==> config.mk <==
export PLATFORM = sky130hd
export DESIGN_NAME = truth_table_sweeper
export DESIGN_NICKNAME = d
export VERILOG_FILES = /design/src/rtl/tt_pkg.sv /design/src/rtl/tt_vec_counter.sv /design/src/rtl/truth_table_sweeper.sv
export SDC_FILE = /design/constraint.sdc
export NUM_CORES = 1
export LEC_CHECK = 0
export ABC_CLOCK_PERIOD_IN_PS = 3000
export BUFFER_PORTS_ARGS = -buffer_cell sky130_fd_sc_hd__buf_2
export CAP_MARGIN = 20
export CORE_MARGIN = 2
export CORE_UTILIZATION = 31
export DETAILED_ROUTE_END_ITERATION = 8
export PLACE_DENSITY_LB_ADDON = 0.12
export SYNTH_ARGS = -nofsm -noshare
export SYNTH_HDL_FRONTEND = slang
export SYNTH_SLANG_ARGS = --single-unit
==> constraint.sdc <==
create_clock -name clk -period 3 [get_ports clk]
set_clock_uncertainty 0.15 [all_clocks]
set_input_delay 0.15 -clock clk [delete_from_list [all_inputs] [get_ports clk]]
set_output_delay 0.15 -clock clk [all_outputs]
set_load 0.03 [all_outputs]
==> src/rtl/tt_pkg.sv <==
// rtl/tt_pkg.sv - shared state encoding and sweep helpers for the truth-table sweeper
package tt_pkg;

    localparam logic [1:0] ST_IDLE   = 2'd0;
    localparam logic [1:0] ST_SETTLE = 2'd1;
    localparam logic [1:0] ST_SAMPLE = 2'd2;
    localparam logic [1:0] ST_DONE   = 2'd3;

    // Highest vector index of an n-input truth table.
    function automatic int last_vec(input int n);
        return (1 << n) - 1;
    endfunction

endpackage

==> src/rtl/tt_vec_counter.sv <==
// rtl/tt_vec_counter.sv - vector counter with clear, enable and terminal-count flag
module tt_vec_counter
    import tt_pkg::*;
#(
    parameter int W = 2
) (
    input  logic         clk,
    input  logic         rst_n,
    input  logic         clr_i,
    input  logic         en_i,
    output logic [W-1:0] cnt_o,
    output logic         tc_o
);

    logic [W-1:0] cnt_q, cnt_d;

    always_comb begin
        cnt_d = cnt_q;
        if (clr_i) begin
            cnt_d = '0;
        end else if (en_i) begin
            cnt_d = cnt_q + W'(1);
        end
    end

    always_ff @(posedge clk or negedge rst_n) begin
        if (!rst_n) begin
            cnt_q <= '0;
        end else begin
            cnt_q <= cnt_d;
        end
    end

    assign cnt_o = cnt_q;
    assign tc_o  = (cnt_q == W'(last_vec(W)));

endmodule

==> src/rtl/truth_table_sweeper.sv <==
// rtl/truth_table_sweeper.sv - sweeps every input vector into two implementations and compares them
module truth_table_sweeper
    import tt_pkg::*;
#(
    parameter int N_IN   = 2,
    parameter int SETTLE = 1
) (
    input  logic            clk,
    input  logic            rst_n,
    input  logic            start,
    output logic [N_IN-1:0] vec_out,
    input  logic            dut_a,
    input  logic            dut_b,
    output logic            busy,
    output logic            done,
    output logic            pass,
    output logic [N_IN:0]   mism_cnt,
    output logic            first_valid,
    output logic [N_IN-1:0] first_bad
);

    localparam int SW = (SETTLE > 1) ? $clog2(SETTLE) : 1;

    logic [1:0]      state_q, state_d;
    logic [SW-1:0]   scnt_q, scnt_d;
    logic            busy_q, busy_d;
    logic            done_q, done_d;
    logic            fv_q, fv_d;
    logic [N_IN:0]   mism_q, mism_d;
    logic [N_IN-1:0] fb_q, fb_d;
    logic            vec_clr, vec_en, vec_tc;
    logic [N_IN-1:0] vec;
    logic            mismatch;

    // Case inequality so an unknown output from either implementation is a mismatch.
    assign mismatch = (dut_a !== dut_b);

    tt_vec_counter #(.W(N_IN)) u_vec (
        .clk   (clk),
        .rst_n (rst_n),
        .clr_i (vec_clr),
        .en_i  (vec_en),
        .cnt_o (vec),
        .tc_o  (vec_tc)
    );

    always_comb begin
        state_d = state_q;
        scnt_d  = scnt_q;
        busy_d  = busy_q;
        done_d  = done_q;
        fv_d    = fv_q;
        mism_d  = mism_q;
        fb_d    = fb_q;
        vec_clr = 1'b0;
        vec_en  = 1'b0;
        case (state_q)
            ST_IDLE, ST_DONE: begin
                if (start) begin
                    state_d = ST_SETTLE;
                    scnt_d  = '0;
                    busy_d  = 1'b1;
                    done_d  = 1'b0;
                    fv_d    = 1'b0;
                    mism_d  = '0;
                    fb_d    = '0;
                    vec_clr = 1'b1;
                end
            end
            ST_SETTLE: begin
                if (scnt_q == SW'(SETTLE - 1)) begin
                    state_d = ST_SAMPLE;
                    scnt_d  = '0;
                end else begin
                    scnt_d = scnt_q + SW'(1);
                end
            end
            ST_SAMPLE: begin
                if (mismatch) begin
                    mism_d = mism_q + (N_IN + 1)'(1);
                    if (!fv_q) begin
                        fb_d = vec;
                        fv_d = 1'b1;
                    end
                end
                // The last vector is held through DONE rather than wrapping.
                if (vec_tc) begin
                    state_d = ST_DONE;
                    busy_d  = 1'b0;
                    done_d  = 1'b1;
                end else begin
                    state_d = ST_SETTLE;
                    vec_en  = 1'b1;
                end
            end
            default: state_d = ST_IDLE;
        endcase
    end

    always_ff @(posedge clk or negedge rst_n) begin
        if (!rst_n) begin
            state_q <= ST_IDLE;
            scnt_q  <= '0;
            busy_q  <= 1'b0;
            done_q  <= 1'b0;
            fv_q    <= 1'b0;
            mism_q  <= '0;
            fb_q    <= '0;
        end else begin
            state_q <= state_d;
            scnt_q  <= scnt_d;
            busy_q  <= busy_d;
            done_q  <= done_d;
            fv_q    <= fv_d;
            mism_q  <= mism_d;
            fb_q    <= fb_d;
        end
    end

    assign vec_out     = vec;
    assign busy        = busy_q;
    assign done        = done_q;
    assign pass        = done_q && (mism_q == '0);
    assign mism_cnt    = mism_q;
    assign first_valid = fv_q;
    assign first_bad   = fb_q;

endmodule

==> metrics.cfg, run 1 <==
[global_routing]
antenna_found_initial = 0
grt_pass1_wl_um = 2280
grt_pass1_vias = 516
grtUsageTotal_pct = 11.6
grt_max_degree = 13
gr-total-overflow = 0

[yosys]
synthXorXnorAreaFrac_pct = 3.42
syn_area_per_cell_um2 = 11.1
synth_adder_area_share_pct = 10.3
synthMuxAreaShare_pct = 12.0
synth_compound_area_share_pct = 17.0
synth.distinct_cells = 26
syn_inst = 66
synth_top_family_by_area = compound AO/OA/AOI/OAI gates
synth-simple-area-share_pct = 9.42
synth-seq-cells = 12
syn_nets = 77
yosysSeqAreaShare_pct = 41.1
synth-warning-count = 0
syn_area_um2 = 731

[die]
dieArea_um2 = 2760
io_pins = 16
core_um2 = 2210
rows = 17
die_h_um = 52.6
initial_core_util_pct = 33.0
die_w_um = 52.6

[timing]
hold_viol = 0
final.period_utilization_pct = 64.1
relSlewSlack_pct = 67.3
fin_ws_ns = 1.08
rsz0062_at_grt = no
drv_slew = 0
fmax_mhz = 520
fin_worst_hold_slack_ns = 0.129
max_slew.worst_pin.slew_ns = 0.490
finalSetupViolCount = 0
layout_min_cycle_time_ns = 1.92
tns_ns = 0

[setup_path]
r2r-start = state_q[0]$_DFFE_PN0P_
crit_type = reg2reg
r2r_end = first_valid$_DFFE_PN0P_
cp-start-kind = register
crit_arrival_ns = 1.94
crit_fanout = 8
r2r_cells = 5
cp-end-kind = register
worst_ep_required_time_ns = 3.01
r2r_slack_ns = 1.08

[pwr]
leakage_nw = 0.423
total_power_mw = 0.921
p_per_area_nw_per_um2 = 1050
ir_drop_uv = 310

[cts]
ctsLongestPathBuffers = 2
cts-resized-gates = 0
cts_tree = built
cts_htree_levels = 1
numCtsBuffers = 3
clk_latency_ns = 0.27
clk_pin_slew_ns = 0.08
cts_root_buf = clkbuf_4
clock-sinks = 12

[detailed_routing]
finalWirelength_um = 1330
drtIter0Drc = 6
ant_nets = 0
dr.pass1.iters = 3
drc = 0
wl_per_cell_um = 11.8
vias = 533
via_per_inst = 4.72

[flow_run]
cap_violations = 0

[status]
run_status = finished clean

[final_layout]
fin_nets = 97
drive_gt1_share_pct = 30.6
areaGrowthSynthToFinish_pct = 20.5
diodes = 0

[place]
place_ws_ns = 1.07
numPortBuffers = 15
gp_congestion = 0.692

[worst_hold_path]
hold_path.class = in2async

## power breakdown
part	internal (mW)	switching [mW]	leakage (nW)
Sequential	0.217	0.0508	0.153
Combinational	0.209	0.316	0.249
Clock	0.0738	0.0543	0.0210
Total	0.500	0.421	0.423
## cells in the mapped netlist
cell type / n / area share, %
a2111o_1: 1 / 1.5
a221oi_4: 1 / 3.6
mux2i_1: 5 / 6.8
o221a_2: 1 / 1.5
nor2_1: 3 / 1.5
and3_1: 1 / 0.86
a31oi_1: 1 / 0.86
inv_1: 9 / 4.6
or3_1: 1 / 0.86
buf_2: 1 / 0.68
o21ai_0: 1 / 0.68
o211ai_1: 1 / 1.0
o22ai_1: 1 / 0.86
ha_1: 6 / 10
nand2_1: 6 / 3.1
xnor2_2: 1 / 2.2
nand2b_1: 2 / 1.7
a21oi_4: 1 / 2.2
a21oi_1: 5 / 3.4
mux2_4: 1 / 2.1
o2bb2ai_1: 1 / 1.2
and3b_2: 1 / 1.4
buf_6: 1 / 1.5
xor2_1: 1 / 1.2
mux2i_4: 1 / 3.1
dfrtp_1: 12 / 41
## routing by layer
| metal | GRT usage [%] | part of all wire, % | wire length [µm] | vias up |
|---|---|---|---|---|
| met2 | 18.1 | 50 | 661 | 12 |
| met3 | 5.14 | 5.4 | 72 | 0 |
| met5 | 0 | 0 | 0 | - |
| met1 | 14.2 | 45 | 595 | 256 |
| met4 | 3.85 | 0 | 0 | 0 |
| li1 | - | - | - | 265 |
## placed cells by master (no fill, tap or decap)
cell,n
buf_2,15
dfrtp_1,12
inv_1,9
nand2_1,6
ha_1,6
mux2i_1,5
a21oi_1,5
nor2_1,3
clkbuf_4,3
nand2b_1,2
dlygate4sd3_1,2
and3_1,1
o22ai_1,1
xnor2_2,1
mux2i_4,1
a21oi_4,1
a221oi_4,1
a31oi_1,1
and3b_2,1
o21ai_0,1
o221a_2,1
mux2_4,1
xor2_1,1
or3_1,1
a2111o_1,1
o211ai_1,1
o2bb2ai_1,1
clkbuf_8,1
## how the worst max path moves through the flow
stage	from	end	slack (ns)	depth (start not counted)
finish	state_q[0]$_DFFE_PN0P_	first_valid$_DFFE_PN0P_	1.08	5
floorplan	state_q[0]$_DFFE_PN0P_	first_valid$_DFFE_PN0P_	1.21	6
CTS	state_q[0]$_DFFE_PN0P_	first_valid$_DFFE_PN0P_	1.06	5
global route	state_q[0]$_DFFE_PN0P_	first_valid$_DFFE_PN0P_	0.99	5
detailed placement	state_q[0]$_DFFE_PN0P_	first_valid$_DFFE_PN0P_	1.07	5
global placement	state_q[0]$_DFFE_PN0P_	first_valid$_DFFE_PN0P_	1.10	5
## worst max-delay path, stage by stage, from the launching register on
cell     delay (ns)
dfrtp_1        0.37
inv_1          0.07
ha_1           0.48
mux2i_4        0.37
a21oi_4        0.08
mux2_4         0.31
## flip-flops by register name, indices dropped and copies added (netlist names)
signal,flops
busy,1
done,1
first_bad,2
first_valid,1
mism_cnt,3
state_q,2
u_vec.cnt_o,2
## cells by family after synthesis
| kind of cell | count (synthesis) |
|---|---|
| compound gates | 14 |
| mux | 7 |
| fa+ha+maj | 6 |
| simple gates | 14 |
| xor+xnor | 2 |
| flops | 12 |
| buf+inv | 11 |
## through the flow
step                utilization, %  instances  cell area (µm²)
finish                        39.8        113              881
global route                  39.8        113              881
CTS                           39.8        113              881
detailed placement            37.3        107              825
global placement              37.3        107              825
floorplan                        -         66              731
## final cells by class
class / instances / area, µm²
flip-flops and latches: 12 / 300
clock buffers: 4 / 36.3
fillers: 239 / 1330
repair buffers: 17 / 95.1
well taps: 28 / 35.0
multi-input cells: 43 / 380
inverters: 9 / 33.8
## repair_timing
action                                 in CTS  in global routing
setup buffers                               0                  0
endpoints found under the hold margin      14                  0
setup endpoints to repair                   0                  0
hold buffers                                2                  0
No activity file was read; power rests on OpenSTA's default activity.
==> inputs of run 2 (changes only) <==
--- a/config.mk
+++ b/config.mk
@@ -5,7 +5,8 @@
 export SDC_FILE = /design/constraint.sdc
 export NUM_CORES = 1
 export LEC_CHECK = 0
-export ABC_CLOCK_PERIOD_IN_PS = 3000
+export ABC_AREA = 1
+export ABC_CLOCK_PERIOD_IN_PS = 1600
 export BUFFER_PORTS_ARGS = -buffer_cell sky130_fd_sc_hd__buf_2
 export CAP_MARGIN = 20
 export CORE_MARGIN = 2
==> constraint.sdc (replaced) <==
create_clock -name clk -period 1.6 [get_ports clk]
set_clock_uncertainty 0.15 [all_clocks]
set_input_delay 0.08 -clock clk [delete_from_list [all_inputs] [get_ports clk]]
set_output_delay 0.08 -clock clk [all_outputs]
set_load 0.03 [all_outputs]
==> run 2 against run 1 <==
Sequential share of layout area decreased by 1.5 points. Setup slack got worse by 0.95 ns. Register-to-register slack lost 0.95 ns. Synthesized cell count grew 36%. Final cell count is 26% higher. Fmax increased by 30%. Final area rose by 4.5%. Largest power group unchanged.
==> metrics.cfg, run 2 <==
[timing]
finalSetupViolCount = 0  ; unchanged
fin_ws_ns = 0.122  ; was 1.08 ns
max_slew.worst_pin.slew_ns = 0.285  ; was 0.490 ns
relSlewSlack_pct = 81.0  ; was 67.3%
fmax_mhz = 677  ; was 520 MHz
layout_min_cycle_time_ns = 1.48  ; was 1.92 ns
final.period_utilization_pct = 92.4  ; was 64.1%
hold_viol = 0  ; unchanged
tns_ns = 0  ; unchanged
drv_slew = 0  ; unchanged
rsz0062_at_grt = no  ; unchanged

[detailed_routing]
dr.pass1.iters = 4  ; was 3
drtIter0Drc = 11  ; was 6
finalWirelength_um = 1450  ; was 1330 µm
via_per_inst = 4.26  ; was 4.72
wl_per_cell_um = 10.2  ; was 11.8 µm
vias = 605  ; was 533
ant_nets = 0  ; unchanged
drc = 0  ; unchanged

[yosys]
syn_area_um2 = 717  ; was 731 µm²
yosys-top-cells-count = 25 x nand2_1, 16 x inv_1, 12 x dfrtp_1  ; was 12 x dfrtp_1, 9 x inv_1, 6 x ha_1, 6 x nand2_1
synth_ff_type = dfrtp_1  ; unchanged
syn_inst = 90  ; was 66
synth_top_family_by_area = simple AND/OR/NAND/NOR gates  ; was compound AO/OA/AOI/OAI gates
synth_adder_area_share_pct = 10.5  ; was 10.3%
synth.distinct_cells = 18  ; was 26
ys_async_sr_fraction_pct = 100  ; unchanged
netlist.area_leader.share_pct = 41.9  ; was 41.1%
synth_area_leaders = dfrtp_1 42%, nand2_1 13%, ha_1 10%  ; was dfrtp_1 41%, ha_1 10%, mux2i_1 6.8%
synth_edf_count = 0  ; unchanged
synth-warning-count = 0  ; unchanged
synth_compound_area_share_pct = 6.98  ; was 17.0%
synthMuxAreaShare_pct = 0  ; was 12.0%
synth-seq-cells = 12  ; unchanged
yosysSeqAreaShare_pct = 41.9  ; was 41.1%
synthXorXnorAreaFrac_pct = 0  ; was 3.42%
synth.most_common_cell = nand2_1  ; was dfrtp_1
syn_nets = 101  ; was 77
synth-simple-area-share_pct = 30.5  ; was 9.42%
synth_top_area_cell = dfrtp_1  ; unchanged
syn_area_per_cell_um2 = 7.97  ; was 11.1 µm²

[die]
io_pins = 16  ; unchanged
dieArea_um2 = 2710  ; was 2760 µm²
die_w_um = 52.1  ; was 52.6 µm
rows = 17  ; unchanged
die_h_um = 52.1  ; was 52.6 µm
initial_core_util_pct = 32.7  ; was 33.0%
core_um2 = 2190  ; was 2210 µm²

[final_layout]
final_cell_mix = 24 x nand2_1, 16 x inv_1, 15 x buf_2  ; was 15 x buf_2, 12 x dfrtp_1, 9 x inv_1
largest_reg_flops = 3  ; unchanged
mostFrequentLayoutCell = nand2_1  ; was buf_2
drive_gt1_share_pct = 29.8  ; was 30.6%
num-fill-cells = 230  ; was 239
areaGrowthSynthToFinish_pct = 28.4  ; was 20.5%
stdcell_count = 142  ; was 113
diodes = 0  ; unchanged
fin_nets = 126  ; was 97
final_util_pct = 42.0  ; was 39.8%

[global_routing]
grt_pass1_wl_um = 2320  ; was 2280 µm
grt_pass1_vias = 541  ; was 516
grtUsageTotal_pct = 12.2  ; was 11.6%
antenna_found_initial = 0  ; unchanged
gr-total-overflow = 0  ; unchanged
grt_max_degree = 13  ; unchanged

[cts]
clk_latency_ns = 0.27  ; about the same
numCtsBuffers = 3  ; unchanged
cts_htree_levels = 1  ; unchanged
cts_root_buf = clkbuf_4  ; unchanged
ctsLongestPathBuffers = 2  ; unchanged
cts_tree = built  ; unchanged
clk_pin_slew_ns = 0.09  ; was 0.08 ns
clock-sinks = 12  ; unchanged

[setup_path]
cp-end-kind = register  ; unchanged
crit_arrival_ns = 1.49  ; was 1.94 ns
worst_ep_required_time_ns = 1.61  ; was 3.01 ns
cp-start-kind = register  ; unchanged
crit_type = reg2reg  ; unchanged
crit_fanout = 4  ; was 8

[place]
gp_congestion = 0.711  ; was 0.692
post-place-cells = 134  ; was 107
dp_hpwl_um = 1090
numPortBuffers = 15  ; unchanged
place_ws_ns = 0.0549  ; was 1.07 ns

[pwr]
p_per_area_nw_per_um2 = 1880  ; was 1050 nW/µm²
leakage_nw = 0.525  ; was 0.423 nW
ir_drop_uv = 894  ; was 310 µV

[worst_hold_path]
hold_path.class = in2async  ; unchanged

[status]
run_status = finished clean  ; unchanged

[flow_run]
cap_violations = 0  ; unchanged

[run 2: changes by cell type after synthesis, sizes merged, moves of 2 or more]
cell    delta
nand2b     -2
nor2       +4
mux2i      -6
a21oi      -2
buf        -2
nand2     +24
o21ai      +3
inv        +9
nand3      +7
[run 2: what timing repair did]
item | CTS | global route
hold endpoints to repair | 15 | 0
gates resized for setup | 0 | 3
hold buffers | 2 | 0
buffers inserted | 0 | 2
endpoints found under the setup margin | 0 | 9
[run 2: critical path, stage by stage, from the launching register on]
cell	delay, ns
dfrtp_1	0.38
inv_1	0.09
ha_4	0.29
inv_1	0.05
nand2_2	0.07
nand2_4	0.07
nor2_4	0.11
nand2_2	0.06
nand2_1	0.05
nand2_1	0.05
[run 2: worst paths after layout]
| kind | startpoint | end | slack (ns) | cells past startpoint |
|---|---|---|---|---|
| worst max-delay path | state_q[0]$_DFFE_PN0P_ | first_bad[1]$_DFFE_PN0P_ | 0.12 | 9 |
| worst min-delay path | rst_n | mism_cnt[1]$_DFFE_PN0P_ | 0.06 | 2 |
| max in group asynchronous | rst_n | first_bad[0]$_DFFE_PN0P_ | 1.02 | 2 |
| min in group clk | dut_b | first_bad[0]$_DFFE_PN0P_ | 0.12 | 5 |
| worst max register to register | state_q[0]$_DFFE_PN0P_ | first_bad[1]$_DFFE_PN0P_ | 0.12 | 9 |
| worst min register to register | first_bad[0]$_DFFE_PN0P_ | first_bad[0]$_DFFE_PN0P_ | 0.32 | 2 |
[run 2: cell families after synthesis]
family,count (synthesis)
fa+ha+maj,6
simple gates,45
flops,12
compound gates,9
buf+inv,18
[run 2: power by group]
group	switching [mW]	leakage (nW)	internal, mW
sequential	0.0717	0.158	0.393
combinational	0.651	0.346	0.374
clock	0.107	0.0210	0.138
[run 2: through the flow]
step | area, µm² | total power, mW | hold slack, ns
finish | 921 | 1.73 | 0.0591
global route | 921 | 1.88 | 0.0807
CTS | 891 | 1.67 | 0.0680
detailed placement | 835 | 1.41 | -0.168
global placement | 835 | 1.41 | -0.165
floorplan | 717 | 1.20 | -0.366
[run 2: layer usage]
| layer | up-vias | wire, µm | global-route usage [%] |
|---|---|---|---|
| met5 | - | 0 | 0 |
| met4 | 0 | 26 | 6.58 |
| met3 | 2 | 80 | 3.16 |
| met2 | 16 | 600 | 17.7 |
| met1 | 262 | 738 | 16.3 |
| li1 | 325 | - | - |
[run 2: layout make-up]
class                           instances  area [µm²]  area share [%]
Multi-Input combinational cell         60         359            39.0
Clock buffer                            4        36.3            3.94
Inverter                               18        72.6            7.88
Tap cell                               28        35.0            3.80
Sequential cell                        12         300            32.6
Timing Repair Buffer                   20         118            12.8
